**config.mk**
```make
export PLATFORM = sky130hd
export DESIGN_NAME = fifo_rd_stream
export DESIGN_NICKNAME = d
export VERILOG_FILES = /design/src/rtl/fifo_rd_stream_pkg.sv /design/src/rtl/fifo_rd_stream_skid_buf.sv /design/src/rtl/fifo_rd_stream.sv
export SDC_FILE = /design/constraint.sdc
export NUM_CORES = 1
export LEC_CHECK = 0
export ABC_AREA = 1
export ABC_CLOCK_PERIOD_IN_PS = 1700
export BUFFER_PORTS_ARGS = -buffer_cell sky130_fd_sc_hd__buf_2
export CAP_MARGIN = 10
export CORE_MARGIN = 2
export CORE_UTILIZATION = 25
export CTS_CLUSTER_DIAMETER = 100
export DETAILED_ROUTE_END_ITERATION = 8
export GPL_TIMING_DRIVEN = 0
export PLACE_DENSITY_LB_ADDON = 0.12
export SLEW_MARGIN = 10
export SYNTH_ARGS = -nofsm -noshare
export SYNTH_HDL_FRONTEND = slang
export SYNTH_SLANG_ARGS = --single-unit
```
**constraint.sdc**
```tcl
create_clock -name clk -period 1.7 [get_ports clk]
set_input_delay 0.17 -clock clk [delete_from_list [all_inputs] [get_ports clk]]
set_output_delay 0.17 -clock clk [all_outputs]
set_load 0.02 [all_outputs]
```
**src/rtl/fifo_rd_stream_pkg.sv**
```systemverilog
// rtl/fifo_rd_stream_pkg.sv - shared sizes and pointer helper for the sync_fifo read drainer
package fifo_rd_stream_pkg;

  localparam int W_DEFAULT = 8;
  localparam int SKID      = 3;
  localparam int LEVEL_W   = 2;
  localparam logic [LEVEL_W-1:0] PTR_LAST = 2'd2;

  // Mod-3 increment shared by both skid pointers.
  function automatic logic [LEVEL_W-1:0] ptr_inc(input logic [LEVEL_W-1:0] p);
    return (p == PTR_LAST) ? '0 : p + 2'd1;
  endfunction

endpackage

```
**src/rtl/fifo_rd_stream_skid_buf.sv**
```systemverilog
// rtl/fifo_rd_stream_skid_buf.sv - 3-entry circular register buffer behind the FIFO read port
module rd_skid_buf
  import fifo_rd_stream_pkg::*;
#(
  parameter int W = W_DEFAULT
) (
  input  logic               clk,
  input  logic               rst,
  input  logic               push,
  input  logic [W-1:0]       din,
  input  logic               pop,
  output logic [W-1:0]       dout,
  output logic [LEVEL_W-1:0] occ
);

  logic [W-1:0]       mem [SKID];
  logic [LEVEL_W-1:0] rd_ptr;
  logic [LEVEL_W-1:0] wr_ptr;

  // The caller reserves a slot before pushing and only pops when occ != 0,
  // so no full/empty guarding is needed here.
  always_ff @(posedge clk) begin
    if (rst) begin
      for (int i = 0; i < SKID; i++) begin
        mem[i] <= '0;
      end
      rd_ptr <= '0;
      wr_ptr <= '0;
      occ    <= '0;
    end else begin
      if (push) begin
        mem[wr_ptr] <= din;
        wr_ptr      <= ptr_inc(wr_ptr);
      end
      if (pop) begin
        rd_ptr <= ptr_inc(rd_ptr);
      end
      occ <= occ + LEVEL_W'(push) - LEVEL_W'(pop);
    end
  end

  assign dout = mem[rd_ptr];

endmodule

```
**src/rtl/fifo_rd_stream.sv**
```systemverilog
// rtl/fifo_rd_stream.sv - drains sync_fifo into a valid/ready stream at one word per clock
module fifo_rd_stream
  import fifo_rd_stream_pkg::*;
#(
  parameter int W = W_DEFAULT
) (
  input  logic               clk,
  input  logic               rst,
  input  logic               fifo_emp,
  input  logic [W-1:0]       fifo_d,
  output logic               fifo_rd,
  output logic [W-1:0]       m_data,
  output logic               m_valid,
  input  logic               m_ready,
  output logic [LEVEL_W-1:0] level
);

  logic               inflight;
  logic               pop;
  logic [LEVEL_W-1:0] occ;

  // A read is only issued when a skid slot is guaranteed for its data, counting
  // the word still in flight; m_ready is deliberately left out of this path.
  assign fifo_rd = !rst && !fifo_emp && ((3'(occ) + 3'(inflight)) < 3'(SKID));

  always_ff @(posedge clk) begin
    if (rst) begin
      inflight <= 1'b0;
    end else begin
      inflight <= fifo_rd;
    end
  end

  assign m_valid = (occ != '0);
  assign pop     = m_valid && m_ready;
  assign level   = occ;

  rd_skid_buf #(
    .W (W)
  ) u_skid (
    .clk  (clk),
    .rst  (rst),
    .push (inflight),
    .din  (fifo_d),
    .pop  (pop),
    .dout (m_data),
    .occ  (occ)
  );

endmodule
```
Word level (Yosys, flattened, before mapping)
Memories as Yosys holds them, arrays and structs flattened. A register that Yosys moved wholly into a read port is not among the register bits.
Index checks and enable logic that the tools add are counted.
- add/sub/neg operators: 5
- $mul: 0
- div/mod/pow operators: 0
- order comparisons: 1
- eq/ne operators: 2
- shift operators: 0
- mux-type cells: 12
- bitwise operators: 0
- reductions and logical operators: 7
- operators by type and width (operator ; number):
    2-to-1 mux 2 bit ; 5
    2-to-1 mux 8 bit ; 1
    OR reduction 8 bit ; 1
    2-to-1 mux 1 bit ; 6
    adder 2 x 1 -> 2 bit (second input constant) ; 2
    equality test 2 bit (second input constant) ; 2
    adder 2 x 1 -> 3 bit ; 1
    logical AND 1 bit ; 3
    less-than comparator 3 x 2 -> 1 bit (second input constant) ; 1
    adder 2 x 1 -> 2 bit ; 1
    logical NOT 1 bit ; 2
    nonzero test 2 bit ; 1
    subtractor 2 x 1 -> 2 bit ; 1
- flip-flop bits (word level): 7
- latch bits: 0
- bits in writable memories: 24
- ROM bits: 0
- input bits: 12
- output and inout port bits: 12
- word-level logic and storage cells: 32
- memories kept: 1
- memories (memory ; depth ; width ; rd ports ; clocked after Yosys merged registers in ; wr ports ; line ; source):
    u_skid.mem ; 3 ; 8 ; 1 ; 1 ; 3 ; fifo_rd_stream_skid_buf.sv:16 ; logic [W-1:0] mem [SKID];

Longest topological paths before layout
- word-level depth: 5
- gate-level depth with buffers: 7
- mapped depth without buffers: 7

By module
Synthesis repeated with hierarchy kept, for this count alone.
- cells, all modules: 183
- area total of the unflattened synthesis: 1826.8 um^2
- modules (own cells, without submodules) (module ; times used ; cells each ; area each (um^2) ; sequential area each (um^2)):
    rd_skid_buf ; 1 ; 170 ; 1737.9 ; 1121.1
    fifo_rd_stream ; 1 ; 13 ; 88.8 ; 20.0

Worst setup path before layout
OpenSTA, ideal clock, no wires.
- kind: register to register
- start point: register inflight
- end point: memory u_skid.mem[3][0] (netlist bit), enable pin
- library setup time: 395 ps
- arrival: 1343 ps
- data required time: 1305 ps
- setup slack: -37 ps
- stages on the path, launching flop included: 3
- path buffers: 0
- period minus slack after synthesis: 1737 ps
- cell sequence: dfxtp_1 -> inv_1 -> nor4_1
- RTL lines (element ; line ; source):
    from (decl) ; fifo_rd_stream.sv:18 ; logic inflight;
    from (signal assigned) ; fifo_rd_stream.sv:30 ; inflight <= fifo_rd;
    to (decl) ; fifo_rd_stream_skid_buf.sv:16 ;

Worst setup path in the final report
- start point: register u_skid.occ[0]
- end point: output fifo_rd
- longest elaborated chain between the ends: 3
- ends and longest elaborated chain (element ; line ; source):
    from (decl) ; fifo_rd_stream_skid_buf.sv:13 ; output logic [LEVEL_W-1:0] occ
    from (signal assigned) ; fifo_rd_stream_skid_buf.sv:38 ; occ <= occ + LEVEL_W'(push) - LEVEL_W'(pop);
    adder 2 x 1 -> 3 bit ; fifo_rd_stream.sv:24 ; assign fifo_rd = !rst && !fifo_emp && ((3'(occ) + 3'(inflight)) < 3'(SKID));
    less-than comparator 3 x 2 -> 1 bit ; fifo_rd_stream.sv:24 ;
    logical AND 1 bit ; fifo_rd_stream.sv:24 ;
    to (decl) ; fifo_rd_stream.sv:11 ; output logic fifo_rd,
No other way between the ends.

==> results by stage <==
Outcome:
- The flow ran to the end, and the final reports show no timing, DRC or antenna violations.

Pwr:
- For this design the total switching power over the nets is 0.528 mW.
- The clock network fraction of total power is 31.8%.
- Net switching is 26.3% of the power.
- The power density over cell area is 923 nW/um^2.
- Across the VDD grid, the largest voltage drop is 0.260 mV.
- The static power due to leakage is 0.923 nW.
- The cell-internal power is 1.48 mW.
- Combinational logic is responsible for 11.6% of the overall power.
- Of the total power, registers draw 56.6%.

Placement:
- The area of placed instances is 2050 sq um.
- At the placement stage, the worst setup path has a slack of -224 ps.
- The count of buffers from port buffering is 23.
- The post-detailed-placement half-perimeter wirelength is 2690 um.
- The final weighted congestion of routability-driven global placement is 0.691.

Finish:
- Leaving out fill and tap cells, the most frequent cells in the layout are 33 x sky130_fd_sc_hd__inv_1, 32 x sky130_fd_sc_hd__nor2_1, 32 x sky130_fd_sc_hd__edfxtp_1.
- The number of antenna diodes in the final layout is 0.
- Summing all multi-input logic gate instances after layout gives 543 sq um.
- The post-route standard cell area excluding fillers is 2170 sq um.
- The final-layout fill cell count is 809.
- The library cell used most frequently in the layout, excluding fill and tap cells, is sky130_fd_sc_hd__inv_1.
- The final layout net count is 225.
- From synthesis to final layout, the design area changed by 20.0%.
- Of the cells placed in the final design, the portion with a size suffix greater than 1 is 22.7%.
- The register area is 1140 sq um.
- The post-layout utilization of the core is 30.4%.

Die:
- The floorplan step defined a die boundary enclosing 7930 sq um.
- The initial core utilization is 25.3%.
- In this run the horizontal extent of the chip is 89.0 um.
- 24 I/O pins were placed.
- After floorplanning, the core was divided into 31 placement rows.
- The floorplan step defined a core boundary enclosing 7140 sq um.
- The die is 89.0 um tall.

Global routing:
- Entering global routing, the biggest net connects 14 pins.
- The initial antenna violation count is 0.
- The wire length of the first global-routing pass is 6310 um.
- The total global routing track utilization is 11.1%.
- The total overflow left after global routing is 0.
- The number of global-route vias before repair is 1264.

Synthesis:
- The number of cells produced by synthesis is 180.
- A synthesized cell averages 10.0 sq um.
- The synthesized netlist contains 20 unique library cells.
- The mapped cell area is 1810 sq um.
- Sequential elements use 63.1% of the synthesized area.
- The synthesized net count is 195.
- During synthesis, Yosys emitted a total of 0 warnings.
- Counting flops and latches in the post-synthesis netlist gives 41.

Timing:
- The hold violation total from the final report is 0.
- The actual slew at the worst max-slew pin is 696 ps.
- The maximum operating frequency is 620 MHz.
- Between clock sinks in the finished design, the worst skew comes to 7.99 ps.
- The part of the cycle the worst path needs is 94.9%.
- Setup repair after global routing could not meet its margin everywhere.
- Setup violations remaining at the end of the flow were counted as 0.
- The number of max-slew violations in the final report was 0.
- The final critical path time including I/O delays and setup is 1610 ps.
- The worst pin sits at a relative slew slack of 53.3%.
- The minimum setup slack in the final design is 87.3 ps.

Min path:
- The worst hold-check path type is in -> reg.

Clock tree:
- In this run the post-CTS setup repair buffer count came out at 0.
- The root buffer cell chosen for the clock tree is sky130_fd_sc_hd__clkbuf_8.
- The H-tree generated during clock tree synthesis spans 2 levels.
- Counting the buffers created by CTS gives 5.
- The CTS tree is done.
- The largest buffer count on any clock path is 2.
- For this design, the sink count on the clock tree is 41.
- Clock-pin slew was measured on the worst setup and hold paths at 90 ps.
- The latest clock arrival within the worst-skew pair is 300 ps.

Setup path:
- The critical path's slowest cell is sky130_fd_sc_hd__dfxtp_2.
- Among the stages of the critical path, the cell type that occurs most often is sky130_fd_sc_hd__ha_1.
- The data required time of the worst path is 1530 ps.
- Traced cell by cell, the critical path runs through ha_1, ha_1, nor3_2, a21boi_2, buf_4.
- The nature of the critical path endpoint is a primary output.
- The arrival time of the worst setup path is 1440 ps.
- On the worst path, the slowest cell contributes a delay of 350 ps.
- The kind of start point of the critical path is a register.
- The type of the worst setup path is reg -> out.
- Along the worst path, the maximum fanout reaches 4.

Route:
- The average wire per standard cell is 12.6 um.
- The detailed router finished its first iteration with 101 violations.
- The number of detailed-route iterations in the first pass is 4.
- The count of nets left with antenna violations once routing finished came out at 0.
- The via count normalized by instance count is 4.18.
- The detailed router placed 1295 vias in this run.
- The DRC violations left is 0.
- The routed wire length is 3910 um.

Flow run:
- The max capacitance violation total is 0.
-- Yosys cell counts (all sizes together) --
cell type,n,area (sq um)
nor4,1,6.26
nor2,33,131
nor3,1,5.00
a21oi,9,45.0
o21ai,9,45.0
clkbuf,1,5.00
inv,33,124
a21boi,2,15.0
nand2,25,93.8
edfxtp,32,961
ha,3,37.5
dfxtp,9,180
o21a,1,7.51
buf,4,26.3
nand3,7,50.1
o31ai,2,15.0
o211ai,8,60.1
-- stage by stage --
step	TNS (ps)	instances	power [mW]	hold slack (ps)
finish	0	310	2.00	50.6
global route	-19.3	310	2.12	32.9
CTS	0	310	2.03	44.0
detailed placement	-2000	302	1.39	363
global placement	-2100	302	1.39	363
floorplan	0	180	1.30	241
-- routing by layer --
layer / share of wire, % / GRT usage [%] / up-vias
li1: - / - / 651
met1: 47 / 15.5 / 606
met2: 46 / 16.4 / 32
met3: 5.0 / 2.59 / 6
met4: 2.1 / 5.29 / 0
met5: 0 / 0 / -
-- registers in the layout (all words and copies together) (netlist names), named ones only --
register and flops:
inflight 1, u_skid.occ 2, u_skid.rd_ptr 2, u_skid.mem 32, u_skid.wr_ptr 2
-- power groups by stage --
stage / clock network, mW / registers, mW / logic (mW)
2_1_floorplan: 0 / 1.15 / 0.144
3_3_place_gp: 0 / 1.16 / 0.231
3_5_place_dp: 0 / 1.16 / 0.232
4_1_cts: 0.659 / 1.13 / 0.235
5_1_grt: 0.721 / 1.14 / 0.261
6_report: 0.637 / 1.13 / 0.233
-- critical path, delay by kind of cell, from the launching register on --
family,cells,cell delay [ps]
AOI/OAI and AO/OA,1,170
adders and majority gates,2,370
buffers and inverters,1,140
DFF,1,350
and+or+nand+nor,1,120
-- cells by family (layout without fill, tap and decap cells) --
| group | count (synthesis) | in the layout | synth area share [%] |
|---|---|---|---|
| AO/OA/AOI/OAI | 31 | 31 | 10.4 |
| AND/OR/NAND/NOR | 67 | 67 | 15.8 |
| adder cells (fa/ha/maj) | 3 | 3 | 2.08 |
| flip-flops | 41 | 41 | 63.1 |
| buffers and inverters | 38 | 69 | 8.58 |
-- cell type report --
type                            count  share of cell area (%)
Sequential cell                    41                    52.7
Clock buffer                        5                    3.17
Multi-Input combinational cell    101                    25.0
Tap cell                           99                    5.71
Timing Repair Buffer               23                    5.42
Inverter                           33                    5.71
Buffer                              5                    1.44
Clock inverter                      3                   0.807
-- path summary, 6_finish.rpt --
check / from / end / slack, ps / cells past startpoint
max: u_skid.occ[0] / fifo_rd / 90 / 5
min: fifo_d[7] / u_skid.mem[3][7] / 50 / 1
max reg2reg: u_skid.wr_ptr[0] / u_skid.mem[3][3] / 200 / 2
min reg2reg: u_skid.rd_ptr[1] / u_skid.rd_ptr[1] / 490 / 2
-- timing repair --
action	CTS	global route
hold endpoints to repair	0	0
hold buffers	0	0
resized for setup	4	6
setup endpoints to repair	23	18
No activity file was read; power rests on OpenSTA's default activity.
